==> config.mk <==
export PLATFORM = sky130hd
export DESIGN_NAME = ivs_mem_arb
export DESIGN_NICKNAME = d
export VERILOG_FILES = /design/src/rtl/ivs_mem_arb.sv
export SDC_FILE = /design/constraint.sdc
export NUM_CORES = 1
export LEC_CHECK = 0
export ABC_AREA = 0
export BUFFER_PORTS_ARGS = -buffer_cell sky130_fd_sc_hd__buf_2
export CAP_MARGIN = 15
export CORE_AREA = 2 2 98 100
export DETAILED_ROUTE_END_ITERATION = 8
export DIE_AREA = 0 0 100 102
export SLEW_MARGIN = 20
export SYNTH_ARGS = -nofsm -noshare
export SYNTH_HDL_FRONTEND = slang
export SYNTH_SLANG_ARGS = --single-unit
==> constraint.sdc <==
create_clock -name hclk -period 2.1 [get_ports hclk]
set_input_delay 0.105 -clock hclk [delete_from_list [all_inputs] [get_ports hclk]]
set_output_delay 0.105 -clock hclk [all_outputs]
set_load 0.02 [all_outputs]
==> src/rtl/ivs_mem_arb.sv <==
// Two-requester arbiter for a single-port RAM: zero-cycle grant, round-robin with burst limit.
// Optional grant statistics are built when IVS_MEM_ARB_STAT_EN is defined.
module ivs_mem_arb #(
  parameter int DW        = 32,
  parameter int AW        = 6,
  parameter int MAX_BURST = 4
) (
  input  logic          hclk,
  input  logic          hrst_n,
  input  logic          req0,
  input  logic          we0,
  input  logic [AW-1:0] addr0,
  input  logic [DW-1:0] wdata0,
  input  logic          req1,
  input  logic          we1,
  input  logic [AW-1:0] addr1,
  input  logic [DW-1:0] wdata1,
  output logic          gnt0,
  output logic          rvalid0,
  output logic [DW-1:0] rdata0,
  output logic          gnt1,
  output logic          rvalid1,
  output logic [DW-1:0] rdata1,
  output logic          mem_rd,
  output logic          mem_we,
  output logic [AW-1:0] mem_addr,
  output logic [DW-1:0] mem_wdata,
  input  logic [DW-1:0] mem_rdata,
  output logic [15:0]   stat_cnt0,
  output logic [15:0]   stat_cnt1
);

  localparam int BW = $clog2(MAX_BURST + 1);
  localparam logic [BW-1:0] BURST_MAX = BW'(MAX_BURST);

  typedef enum logic [1:0] {
    ST_IDLE = 2'd0,
    ST_OWN0 = 2'd1,
    ST_OWN1 = 2'd2
  } state_t;

  state_t        r_state;
  state_t        w_nextState;
  logic [1:0]    r_ptr;
  logic [BW-1:0] r_burst;
  logic          r_rdPend0;
  logic          r_rdPend1;
  logic          w_gnt0;
  logic          w_gnt1;
  logic          w_burstFull;

  assign w_burstFull = (r_burst == BURST_MAX);

  // The owner yields only when its burst is exhausted and the other side waits.
  always_comb begin
    w_gnt0      = 1'b0;
    w_gnt1      = 1'b0;
    w_nextState = ST_IDLE;
    case (r_state)
      ST_IDLE: begin
        if (req0 && req1) begin
          if (r_ptr == 2'd0) w_gnt1 = 1'b1;
          else               w_gnt0 = 1'b1;
        end else begin
          w_gnt0 = req0;
          w_gnt1 = req1;
        end
      end
      ST_OWN0: begin
        if (req0 && !(req1 && w_burstFull)) w_gnt0 = 1'b1;
        else                                w_gnt1 = req1;
      end
      ST_OWN1: begin
        if (req1 && !(req0 && w_burstFull)) w_gnt1 = 1'b1;
        else                                w_gnt0 = req0;
      end
      default: begin
        w_gnt0 = 1'b0;
        w_gnt1 = 1'b0;
      end
    endcase
    if (!hrst_n) begin
      w_gnt0 = 1'b0;
      w_gnt1 = 1'b0;
    end
    if (w_gnt0)      w_nextState = ST_OWN0;
    else if (w_gnt1) w_nextState = ST_OWN1;
    else             w_nextState = ST_IDLE;
  end

  always_ff @(posedge hclk) begin
    if (!hrst_n) begin
      r_state   <= ST_IDLE;
      r_ptr     <= 2'd1;
      r_burst   <= '0;
      r_rdPend0 <= 1'b0;
      r_rdPend1 <= 1'b0;
    end else begin
      r_state   <= w_nextState;
      r_rdPend0 <= w_gnt0 & ~we0;
      r_rdPend1 <= w_gnt1 & ~we1;
      if (w_gnt0) begin
        r_ptr   <= 2'd0;
        r_burst <= (r_state != ST_OWN0) ? BW'(1) :
                   (w_burstFull ? r_burst : r_burst + 1'b1);
      end else if (w_gnt1) begin
        r_ptr   <= 2'd1;
        r_burst <= (r_state != ST_OWN1) ? BW'(1) :
                   (w_burstFull ? r_burst : r_burst + 1'b1);
      end else begin
        r_burst <= '0;
      end
    end
  end

  assign gnt0      = w_gnt0;
  assign gnt1      = w_gnt1;
  assign mem_rd    = (w_gnt0 & ~we0) | (w_gnt1 & ~we1);
  assign mem_we    = (w_gnt0 & we0) | (w_gnt1 & we1);
  assign mem_addr  = w_gnt0 ? addr0 : (w_gnt1 ? addr1 : '0);
  assign mem_wdata = w_gnt0 ? wdata0 : (w_gnt1 ? wdata1 : '0);

  // Gating with reset hides a return that was in flight when reset arrived.
  assign rvalid0 = r_rdPend0 & hrst_n;
  assign rvalid1 = r_rdPend1 & hrst_n;
  assign rdata0  = rvalid0 ? mem_rdata : '0;
  assign rdata1  = rvalid1 ? mem_rdata : '0;

`ifdef IVS_MEM_ARB_STAT_EN
  logic [15:0] r_statCnt0;
  logic [15:0] r_statCnt1;

  always_ff @(posedge hclk) begin
    if (!hrst_n) begin
      r_statCnt0 <= '0;
      r_statCnt1 <= '0;
    end else begin
      if (w_gnt0 && (r_statCnt0 != 16'hFFFF)) r_statCnt0 <= r_statCnt0 + 16'd1;
      if (w_gnt1 && (r_statCnt1 != 16'hFFFF)) r_statCnt1 <= r_statCnt1 + 16'd1;
    end
  end

  assign stat_cnt0 = r_statCnt0;
  assign stat_cnt1 = r_statCnt1;
`else
  assign stat_cnt0 = 16'd0;
  assign stat_cnt1 = 16'd0;
`endif

endmodule

==> flow_metrics.env, run 1 <==
export IMPL_synth_compound_area_share_pct=28.84
export IMPL_drive_gt1_share_pct=58.33
export IMPL_r2r_setup_slack_ns=0.34
export IMPL_critPathLaunchType="flip-flop"
export IMPL_synth_xor_area_share_pct=0
export IMPL_slew_violations=0
export IMPL_insertion_delay_ns=0.23
export IMPL_hold_path_cell_count=2
export IMPL_min_from="hrst_n"
export IMPL_cts_hold_fix_buffers=0
export IMPL_power_leakage_nw=2.016
export IMPL_multi_input_area_sq_um=1197
export IMPL_syn_cell_area_sq_um=1623
export IMPL_met2_length_mm=4.101
export IMPL_n_antenna_cell=0
export IMPL_design_die_area_sq_um=10200
export IMPL_ant_nets=0
export IMPL_arrival_ns=1.97
export IMPL_powerDensity_nw_per_um2=338.5
export IMPL_met1_length_mm=2.927
export IMPL_fp_coreArea_sq_um=9109
export IMPL_vdd_drop_max_v=0.0001570
export IMPL_rr_worst_depth=9
export IMPL_skew_ns=0.006461
export IMPL_yosysUniqueCellTypes=31
export IMPL_grt_pass1_vias=2016
export IMPL_cts_tree="built"
export IMPL_firstDrtPassIters=4
export IMPL_yosys_warnings=0
export IMPL_synth_adder_area_share_pct=1.542
export IMPL_avgViaCountPerCell=4.483
export IMPL_cts_buffers=3
export IMPL_hold_class="in2reg"
export IMPL_muxShareOfSynthArea_pct=0.6168
export IMPL_timing_critical_path_slowest_cell_delay_ns=0.32
export IMPL_num_vias=2434
export IMPL_yosysTopAreaCell="and3_1"
export IMPL_area_growth_pct=87.51
export IMPL_grt_usage_pct=12.58
export IMPL_end_kind="output port"
export IMPL_crit_path_frequent_cell="buf_6"
export IMPL_timing_rr_end="r_burst[0]"
export IMPL_nNetsFinal=550
export IMPL_io_buffers=221
export IMPL_rsz0062_at_grt="yes"
export IMPL_setup_tns_ns=0
export IMPL_wl_per_cell_um=14.07
export IMPL_ys_top_cells_by_area="and3_1 25%, a22o_1 22%, buf_4 15%"
export IMPL_ios=254
export IMPL_async_reset_ff_share_pct=0
export IMPL_clk_pin_slew_worst_paths_ns=0.05
export IMPL_clock_fmax_mhz=483.0
export IMPL_fillCellCount=960
export IMPL_cts_max_level=1
export IMPL_rows=35
export IMPL_yosys_area_share_simple_pct=33.00
export IMPL_grt_pass1_wl_mm=10.16
export IMPL_yosys_top_cells_count="66 x and3_1, 41 x a22o_1, 32 x buf_4"
export IMPL_cts_buffer_depth=2
export IMPL_synth_top_family_by_area="simple AND/OR/NAND/NOR gates"
export IMPL_initial_utilization_pct=17.82
export IMPL_grt_max_degree=70
export IMPL_dpl_hpwl_mm=5.603
export IMPL_setup_viol=0
export IMPL_synthCells=217
export IMPL_worstHoldEndpoint="r_ptr[0]"
export IMPL_regArea_sq_um=162.7
export IMPL_ys_seq_elements=8
export IMPL_antenna_found_initial=0
export IMPL_synth_edf_count=0
export IMPL_drt_iter0_drc=78
export IMPL_regToRegStartpoint="r_burst[0]"
export IMPL_synth_seq_area_share_pct=9.869
export IMPL_syn_avg_cell_area_sq_um=7.478
export IMPL_whs_ns=0.1381
export IMPL_gp_congestion=0.7578
export IMPL_cap_violations=0
export IMPL_period_share_pct=98.58
export IMPL_root_buffer="clkbuf_8"
export IMPL_critical_path_class="reg2out"
export IMPL_ys_flop_type="dfxtp_1"
export IMPL_post_route_drc_count=0
export IMPL_post_synth_top_count_cell="and3_1"
export IMPL_cp_max_fo=10
export IMPL_die_y_um=102
export IMPL_synth_top_area_share_pct=25.44
export IMPL_finalCriticalPeriod_ns=2.070
export IMPL_die_w_um=100
export IMPL_finalHoldViolCount=0
export IMPL_wl_mm=7.639
export IMPL_crit_path_top_delay_cell="dfxtp_2"
export IMPL_cp_required_ns=2.00
export IMPL_status="completed"
export IMPL_path_cells="inv_2, ha_4, nand2_4, mux2i_4, a311oi_4, buf_6, buf_8, buf_16, a22o_1, buf_6"
export IMPL_met3_length_um=545
export IMPL_highest_layer="met4"
export IMPL_cts_sinks=8
export IMPL_overflow=0
registers in the layout, indices dropped and copies added, names as in the netlist:
register   cells
r_burst        3
r_ptr          1
r_rdPend0      1
r_rdPend1      1
r_state        2
area by class of cell:
type                            count  area share (%)
Tap cell                          111           4.564
Sequential cell                     8           5.345
Inverter                            7          0.8635
Clock buffer                        3           1.357
Multi-Input combinational cell    177           39.35
Timing Repair Buffer              237           48.52
critical path, delay by kind of cell, from the launching register on:
family	cells	cell delay, ns
compound gates	2	0.35
fa+ha+maj	1	0.15
buf+inv	5	0.62
flops	1	0.32
mux	1	0.21
simple gates	1	0.08
repair_timing:
item / in CTS / in global routing
endpoints found under the setup margin: 40 / 40
buffers inserted: 7 / 2
pin swaps: 3 / 5
resized for setup: 51 / 18
gates cloned: 3 / 1
endpoints found under the hold margin: 0 / 0
per-layer routing:
metal / GRT usage [%] / vias up
met5: 0 / -
met4: 3.372 / 0
met3: 0.9576 / 6
met2: 25.52 / 166
met1: 14.00 / 1091
li1: - / 1171
how the worst max path moves through the flow:
stage | from | end | depth (start not counted)
floorplan | r_burst[0] | mem_wdata[23] | 7
global placement | r_burst[0] | mem_wdata[18] | 8
detailed placement | r_burst[0] | mem_wdata[18] | 8
CTS | r_burst[1] | mem_wdata[29] | 10
global route | r_burst[0] | mem_wdata[29] | 9
finish | r_burst[0] | mem_addr[3] | 10
cells in the final DEF (no fill, tap or decap), drive strengths merged:
master / n
a22o: 41
dfxtp: 8
inv: 7
or3b: 1
and3b: 1
and3: 66
and2: 4
a32oi: 1
buf: 236
conb: 32
nor2b: 1
ha: 2
o21ai: 1
o221a: 1
mux2i: 1
o21a: 1
nand3: 2
a311oi: 2
nand2: 8
nor2: 4
clkbuf: 4
or3: 1
a31oi: 1
a21oi: 3
nor3: 2
o2111ai: 1
per-stage QoR:
stage / setup WS [ns] / util (%) / total power [W] / area, sq um / cells
final: 0.02973 / 33.41 / 0.001030 / 3043 / 543
after global routing: -0.03463 / 33.41 / 0.001084 / 3043 / 543
after CTS: -0.001806 / 32.76 / 0.001011 / 2984 / 542
after floorplan: 0.3084 / - / 0.0005632 / 1739 / 248
after detailed placement: 0.1140 / 29.12 / 0.0007235 / 2653 / 529
after global placement: 0.1822 / 29.12 / 0.0007162 / 2653 / 529
report_power, final:
group / switching [W] / internal [W]
registers: 0.00000931 / 0.000162
clock network: 0.0000669 / 0.000125
logic: 0.000364 / 0.000303
kinds of logic after synthesis:
family,Yosys count
AO/OA/AOI/OAI,52
adder cells (fa/ha/maj),2
buffers and inverters,63
flip-flops,8
multiplexers,1
other,1
AND/OR/NAND/NOR,90
(Power assumes the default switching activity.)
==> run 2, diff against run 1 <==
--- a/config.mk
+++ b/config.mk
@@ -8,9 +8,9 @@
 export ABC_AREA = 0
 export BUFFER_PORTS_ARGS = -buffer_cell sky130_fd_sc_hd__buf_2
 export CAP_MARGIN = 15
-export CORE_AREA = 2 2 98 100
+export CORE_AREA = 2 2 99 101
 export DETAILED_ROUTE_END_ITERATION = 8
-export DIE_AREA = 0 0 100 102
+export DIE_AREA = 0 0 101 103
 export SLEW_MARGIN = 20
 export SYNTH_ARGS = -nofsm -noshare
 export SYNTH_HDL_FRONTEND = slang
==> constraint.sdc (replaced) <==
create_clock -name hclk -period 1.8 [get_ports hclk]
set_input_delay 0.09 -clock hclk [delete_from_list [all_inputs] [get_ports hclk]]
set_output_delay 0.09 -clock hclk [all_outputs]
set_load 0.02 [all_outputs]
==> flow_metrics.env, run 2 (synthesized netlist as in run 1, its figures left out) <==
export IMPL_status="finished, violations left"
export IMPL_violations="negative setup slack"
export IMPL_gr_usage_met3_pct=1.492
export IMPL_post_route_drc_count=0
export IMPL_crit_path_frequent_cell="buf_12"
export IMPL_fin_cells=545
export IMPL_design_die_area_sq_um=10400
export IMPL_cap_violations=0
export IMPL_slew_violations=0
export IMPL_antenna_found_initial=0
export IMPL_cts_buffer_depth=2
export IMPL_grtUsageMet1_pct=14.84
export IMPL_gp_congestion=0.8894
export IMPL_drt_iter0_drc=50
export IMPL_initial_utilization_pct=17.16
export IMPL_cp_required_ns=1.71
export IMPL_critPathLaunchType="flip-flop"
export IMPL_place_inst=534
export IMPL_ant_nets=0
export IMPL_drive_gt1_share_pct=58.70
export IMPL_avgViaCountPerCell=4.503
export IMPL_die_y_um=103
export IMPL_wl_per_cell_um=14.17
export IMPL_powerDensity_nw_per_um2=394.2
export IMPL_vdd_drop_max_v=0.0002038
export IMPL_cts_hold_fix_buffers=0
export IMPL_finalCriticalPeriod_ns=2.013
export IMPL_arrival_ns=1.92
export IMPL_rows=36
export IMPL_timing_critical_path_slowest_cell_delay_ns=0.31
export IMPL_die_w_um=101
export IMPL_cts_max_level=1
export IMPL_wl_mm=7.724
export IMPL_power_leakage_nw=2.020
export IMPL_setup_ws_ns=-0.2128
export IMPL_dpl_hpwl_mm=5.790
export IMPL_n_antenna_cell=0
export IMPL_cts_sinks=8
export IMPL_root_buffer="clkbuf_8"
export IMPL_ios=254
export IMPL_met2_usage_pct=24.46
export IMPL_grt_pass1_wl_mm=10.36
export IMPL_setup_viol=41
export IMPL_clock_fmax_mhz=496.8
export IMPL_top_regs="r_burst: 3 flops, r_state: 2 flops"
export IMPL_insertion_delay_ns=0.23
export IMPL_skew_ns=0.002258
export IMPL_nNetsFinal=549
export IMPL_largest_reg_flops=3
export IMPL_rsz0062_at_grt="yes"
export IMPL_cp_max_fo=5
export IMPL_overflow=0
export IMPL_critPathTopFamily="compound AO/OA/AOI/OAI gates"
export IMPL_area_growth_pct=90.36
export IMPL_final_cell_mix="183 x buf_2, 66 x and3_1, 40 x a22o_1"
export IMPL_crit_path_top_delay_cell="dfxtp_2"
export IMPL_period_share_pct=111.8
export IMPL_whs_ns=0.1644
export IMPL_path_cells="inv_2, ha_4, nand2_4, a22o_4, a21oi_4, buf_12, buf_12, buf_16, a22o_1, buf_6"
export IMPL_finalHoldViolCount=0
export IMPL_io_buffers=221
export IMPL_hold_class="in2reg"
export IMPL_largest_register="r_burst"
export IMPL_end_kind="output port"
export IMPL_cts_buffers=3
export IMPL_grt_usage_pct=12.68
export IMPL_layout_commonest_cell="buf_2"
export IMPL_clk_pin_slew_worst_paths_ns=0.04
export IMPL_grt_pass1_vias=2069
export IMPL_firstDrtPassIters=4
export IMPL_grt_max_degree=69
export IMPL_critical_path_class="reg2out"
export IMPL_busiest_layer="met2"
export IMPL_num_vias=2454
export IMPL_place_area_sq_um=2671
export IMPL_path_buf_inv=5
export IMPL_design_area_sq_um=3089
export IMPL_cts_tree="built"
export IMPL_fp_coreArea_sq_um=9459
[run 2: changes by cell type in the layout (fill, tap and decap cells not counted), moves of 3 or more]
| cell | before | now |
|---|---|---|
| buf_6 | 20 | 17 |
| buf_12 | 2 | 5 |
| buf_4 | 24 | 27 |
| buf_2 | 187 | 183 |
[run 2: report_power, final]
| part | internal (W) | switching, W |
|---|---|---|
| sequential | 0.000189 | 0.0000113 |
| combinational | 0.000368 | 0.000430 |
| clock | 0.000145 | 0.0000735 |
[run 2: cell type report]
| cell class | count | area, sq um |
|---|---|---|
| Sequential cell | 8 | 162.7 |
| Tap cell | 114 | 142.6 |
| Clock buffer | 3 | 41.29 |
| Timing Repair Buffer | 236 | 1508 |
| Inverter | 7 | 26.28 |
| Fill cell | 987 | 6370 |
| Multi-Input combinational cell | 177 | 1209 |
[run 2: path summary, 6_finish.rpt]
check | start | endpoint | slack, ns | cells after the start
worst max-delay path | r_burst[0] | mem_wdata[11] | -0.21 | 10
worst min register to register | r_ptr[0] | r_state[1] | 0.55 | 1
worst min-delay path | hrst_n | r_ptr[0] | 0.16 | 2
worst max register to register | r_burst[0] | r_burst[0] | 0.20 | 7
[run 2: metrics by stage]
step | total power [W] | util [%] | setup slack (ns) | TNS (ns)
final | 0.001218 | 32.66 | -0.2128 | -5.661
after global routing | 0.001291 | 32.66 | -0.2624 | -9.004
after CTS | 0.001219 | 32.63 | -0.1999 | -6.001
after detailed placement | 0.0008535 | 28.24 | 0.007100 | 0
after global placement | 0.0008473 | 28.24 | 0.04046 | 0
after floorplan | 0.0006571 | - | 0.02335 | 0
[run 2: layer usage]
metal,up-vias,part of all wire [%]
met1,1125,39
met5,-,0
met4,0,0.89
met2,156,52
met3,5,7.8
li1,1168,-
[run 2: repair_timing]
action                                 4_1_cts  5_1_grt
endpoints found under the hold margin        0        0
gates resized for setup                     62       11
cloned                                       4        0
setup endpoints to repair                   42       42
pin swaps                                   16        1
setup buffers                                5        0
